File: src/rtl/johnson_pkg.sv
// Shared types and helpers for the Johnson counter and its sequence checker.
package johnson_pkg;

  localparam int JOHNSON_WIDTH = 4;

  typedef enum logic [1:0] {
    UNLOCKED = 2'd0,
    ACQUIRE  = 2'd1,
    LOCKED   = 2'd2
  } lock_state_t;

  function automatic int unsigned phase_step(input int unsigned phase,
                                             input int unsigned prev,
                                             input int unsigned seq_len);
    return (phase + seq_len - prev) % seq_len;
  endfunction

endpackage

File: src/rtl/johnson_code_decode.sv
// Combinational Johnson code check and phase decode.
// Legal codes have their ones packed at the LSB end or at the MSB end.
module johnson_code_decode
  import johnson_pkg::*;
#(
  parameter int WIDTH = JOHNSON_WIDTH,
  parameter int PH_W  = $clog2(2*WIDTH)
) (
  input  logic [WIDTH-1:0] i_code,
  output logic             o_legal,
  output logic [PH_W-1:0]  o_phase
);

  logic [WIDTH-1:0] w_inv;
  logic [WIDTH-1:0] w_lo_chk;
  logic [WIDTH-1:0] w_hi_chk;
  logic [PH_W-1:0]  w_ones;

  assign w_inv    = ~i_code;
  assign w_lo_chk = i_code & (i_code + WIDTH'(1));
  assign w_hi_chk = w_inv & (w_inv + WIDTH'(1));
  assign o_legal  = (w_lo_chk == '0) || (w_hi_chk == '0);

  always_comb begin
    w_ones = '0;
    for (int i = 0; i < WIDTH; i++) begin
      w_ones = w_ones + PH_W'(i_code[i]);
    end
  end

  // 2*WIDTH may truncate to 0 in PH_W bits; the modular subtraction still yields 2*WIDTH-popcount.
  assign o_phase = i_code[WIDTH-1] ? (PH_W'(2*WIDTH) - w_ones) : w_ones;

endmodule

File: config.mk
export PLATFORM = sky130hd
export DESIGN_NAME = johnson_code_decode
export DESIGN_NICKNAME = d
export VERILOG_FILES = /design/src/rtl/johnson_pkg.sv /design/src/rtl/johnson_code_decode.sv
export SDC_FILE = /design/constraint.sdc
export NUM_CORES = 1
export LEC_CHECK = 0
export CELL_PAD_IN_SITES_DETAIL_PLACEMENT = 1
export CELL_PAD_IN_SITES_GLOBAL_PLACEMENT = 2
export CORE_AREA = 3 3 40 42
export DETAILED_ROUTE_END_ITERATION = 16
export DIE_AREA = 0 0 43 45
export GPL_ROUTABILITY_DRIVEN = 0
export MAX_ROUTING_LAYER = met4
export PLACE_DENSITY = 0.62
export SLEW_MARGIN = 20
export SYNTH_ARGS = -nofsm -noshare
export SYNTH_HDL_FRONTEND = slang
export SYNTH_SLANG_ARGS = --single-unit
File: constraint.sdc
create_clock -name vclk -period 2.4
set_input_delay 0.24 -clock vclk [all_inputs]
set_output_delay 0.24 -clock vclk [all_outputs]
set_load 0.005 [all_outputs]
# Word-level counts from Yosys, hierarchy flattened
# Cells that the tools add are included.
# W data, S select, Z words.
classes:
  n_div: 0
  n_mux: 1
  eq_ne: 0
  addsub: 6
  reduce_logical: 3
  bitwise: 3
  shifts: 0
  n_lt_le_gt_ge: 0
  mul: 0
ops:
  columns: ["cell", "n"]
  rows:
  - ["$add A4 B1 Y4 const B", 2]
  - ["$and A4 B4 Y4", 2]
  - ["$logic_not A4 Y1", 2]
  - ["$not A4 Y4", 1]
  - ["$add A2 B1 Y3", 1]
  - ["$add A3 B1 Y3", 1]
  - ["$mux W3", 1]
  - ["$sub A1 B3 Y3 const A", 1]
  - ["$add A1 B1 Y2", 1]
  - ["$logic_or A1 B1 Y1", 1]
word_totals:
  ramBits: 0
  memories: 0
  output_inout_bits: 4
  in_bits: 4
  latchBits: 0
  reg_bits: 0
  mem_bits_ro: 0
  word_cells: 13

# Logic depth before layout (Yosys ltp)
depth:
  word_depth: 5
  ltp_mapped: 9
  mapped_depth_nobuf: 9

# Worst setup path after synthesis
# OpenSTA, ideal clock, no wires.
synth_timing:
  path_kind: "in2out"
  from: "input port i_code[0]"
  to: "output port o_phase[2]"
  t_required_ns: 2.160
  slack_ns: 0.382
  t_arrival_ns: 1.778
  n_path_buf: 0
  stages: 9
  cell_sequence: "inv_1 fa_1 inv_1 ha_1 ha_1 inv_1 ha_1 nand2b_1 xnor2_1"
synth_via:
  elab_chain_cells: 5
synth_lines:
  columns: ["item", "line", "rtl"]
  rows:
  - ["start: declaration", "johnson_code_decode.sv:9", "input logic [WIDTH-1:0] i_code,"]
  - ["$add A1 B1 Y2 *", "johnson_code_decode.sv:27", "w_ones = w_ones + PH_W'(i_code[i]);"]
  - ["$add A2 B1 Y3 *", "johnson_code_decode.sv:27", null]
  - ["$add A3 B1 Y3 *", "johnson_code_decode.sv:27", null]
  - ["$sub A1 B3 Y3", "johnson_code_decode.sv:32", "assign o_phase = i_code[WIDTH-1] ? (PH_W'(2*WIDTH) - w_ones) : w_ones;"]
  - ["$mux W3 *", "johnson_code_decode.sv:32", null]
  - ["end: declaration", "johnson_code_decode.sv:11", "output logic [PH_W-1:0] o_phase"]
# Every way passes the cells marked *; elsewhere a longest branch is shown, timed or not.

# Worst setup path after layout
# Same ends and word-level chain as after synthesis.

==> results.toml <==
[finish]
drive_above_1_share_pct = 57.5
final_util_pct = 29.4
fill_cells = 157
seqCellArea_um2 = 0
design_area_um2 = 378
nets = 54
clock_buffers = 0
multi_input_area_um2 = 214
area_delta_synth_final_pct = 78.7
antenna_cells = 0
seq_cells = 0

[logic_synthesis]
synth_top_area_share_pct = 41.4
ys_types = 14
ys.warnings.count = 0
syn_nets = 37
yosysSeqAreaShare_pct = 0
synth_area_leader_cell = "ha_1"
synth_area_leaders = "ha_1 (41%), inv_1 (11%), fa_1 (9.5%)"
postSynthAreaPerCell_um2 = 8.46
syn_inst = 25
syn_area_um2 = 211

[run]
maxCapViolCount = 0

[pwr]
power_switching_mw = 0.0417
p_per_area_nw_per_um2 = 253
power.leakage_nw = 0.188
switching_share_pct = 43.5
combPwrFrac_pct = 100.0
p_int_mw = 0.0541
power_frac_seq_pct = 0
clkPwrFrac_pct = 0
vdd_ir_drop_max_mv = 0.0627

[die]
placementRows = 13
start_util_pct = 16.5
dieArea_um2 = 1940
fp.coreArea_um2 = 1280
die_y_um = 45
io_pins = 8
die-width_um = 43

[worst_setup_path]
cp.required_ns = 2.16
endpoint_kind = "output pin"
crit_path_end = "o_phase[2]"
path_class = "in -> out"
cp_max_fo = 2
startpoint = "i_code[0]"
start_kind = "input pin"
arrival_ns = 2.06

[hold_path]
worstHoldPathType = "in -> out"

[place]
io_buffers = 8
pre_cts_ws_ns = -0.691
dpl_cell_area_um2 = 363

[status]
run_status = "finished, final reports clean"

[timing]
max-slew-margin-rel_pct = 85.4
tightest_slew_ns = 0.218
worst_slack_ns = 0.0994
period_share_pct = 95.9
fmax_mhz = 435
finalSetupViolCount = 0
fin_crit_ns = 2.30
hold_viol = 0
final_max_slew_viol_count = 0

[global_route]
antenna_found_initial = 0
grt_max_degree = 5
use_met1_pct = 8.13
grtUsageMet2_pct = 13.2
grt_overflow_total = 0
grt_use_total_pct = 6.93
first_global_vias = 241
grt_first_pass_wirelength_um = 1050
busiest_layer = "met2"
use_met3_pct = 1.20

[clock_network]
post_cts_buffers = 0

[detailed_routing]
drtIter0Drc = 0
drt_pass1_iterations = 1
post_drt_wl_per_cell_um = 9.93
drt_wl_total_um = 546
ant_nets = 0
vias = 209
vias_per_cell = 3.80
remaining_drc_errors = 0
synthesized netlist by cell type:
cell type  instances
nor3_1             1
o32ai_2            1
nand2_1            1
xnor2_1            1
inv_1              6
nor2_1             1
o21bai_1           1
inv_2              1
o21ai_0            1
a31oi_2            1
nand2b_1           1
fa_1               1
nor2b_2            1
ha_1               7
power groups by stage:
stage	Combinational, mW	Sequential, mW	Clock [mW]
finish	0.0957	0	0
global route	0.110	0	0
CTS	0.0873	0	0
detailed placement	0.0908	0	0
global placement	0.0863	0	0
floorplan	0.0370	0	0
through the flow:
stage	TNS [ns]	hold WS [ns]	power (mW)	instances
after detailed placement	-1.34	1.65	0.0908	55
after floorplan	0	0.563	0.0370	25
after global routing	-0.00507	1.07	0.110	55
after CTS	0	1.06	0.0873	55
after global placement	-1.21	1.63	0.0863	55
final	0	1.02	0.0957	55
worst max-delay path: stages:
cell and delay (ns):
clkdlybuf4s15_2 0.19, inv_2 0.04, fa_1 0.53, inv_1 0.04, ha_2 0.18, ha_4 0.26, inv_2 0.04, ha_1 0.16
nand2b_4 0.14, xnor2_1 0.12, buf_2 0.13
timing repair:
action,CTS,global route
endpoints found under the hold margin,0,0
gates cloned,0,0
gates resized for setup,18,7
hold buffers,0,0
endpoints found under the setup margin,3,2
pin swaps,0,1
layer usage:
metal	part of all wire [%]	vias up
li1	-	110
met1	47	91
met2	45	8
met3	7.3	0
met4	0	0
met5	0	-
worst min-delay path by stage:
| stage | cells after the start | to | from | slack, ns |
|---|---|---|---|---|
| finish | 4 | o_phase[1] | i_code[3] | 1.02 |
| CTS | 4 | o_phase[1] | i_code[3] | 1.06 |
| detailed placement | 3 | o_phase[0] | i_code[2] | 1.65 |
| global placement | 5 | o_phase[1] | i_code[3] | 1.63 |
| global route | 4 | o_phase[1] | i_code[3] | 1.07 |
| floorplan | 1 | o_phase[1] | i_code[3] | 0.56 |
cell usage in the layout (no fill, tap or decap):
master / synthesis / layout
inv_1: 6 / 3
clkdlybuf4s50_1: 0 / 3
nor2_1: 1 / 1
o32ai_2: 1 / 1
clkbuf_2: 0 / 1
o21ai_2: 0 / 1
clkdlybuf4s15_2: 0 / 1
o21bai_1: 1 / 1
ha_1: 7 / 5
inv_2: 1 / 4
xnor2_1: 1 / 1
buf_4: 0 / 7
nand2_2: 0 / 1
ha_2: 0 / 1
a31oi_2: 1 / 1
clkdlybuf4s15_1: 0 / 1
nand2b_4: 0 / 1
fa_1: 1 / 1
buf_2: 0 / 2
ha_4: 0 / 1
nor3_1: 1 / 1
nor2b_2: 1 / 1
cell type report:
| cell class | instances | share of cell area (%) |
|---|---|---|
| multi-input combinational | 18 | 56.6 |
| timing repair buffer | 15 | 31.5 |
| tap | 15 | 4.97 |
| inverter | 7 | 6.95 |
kinds of logic after synthesis:
kind of cell / after synthesis / share of synthesized area, %
compound gates: 4 / 19.5
fa+ha+maj: 8 / 50.9
buf+inv: 7 / 12.4
xor+xnor: 1 / 4.14
simple gates: 5 / 13.0
Note: power is estimated with default switching activity, not from simulation.
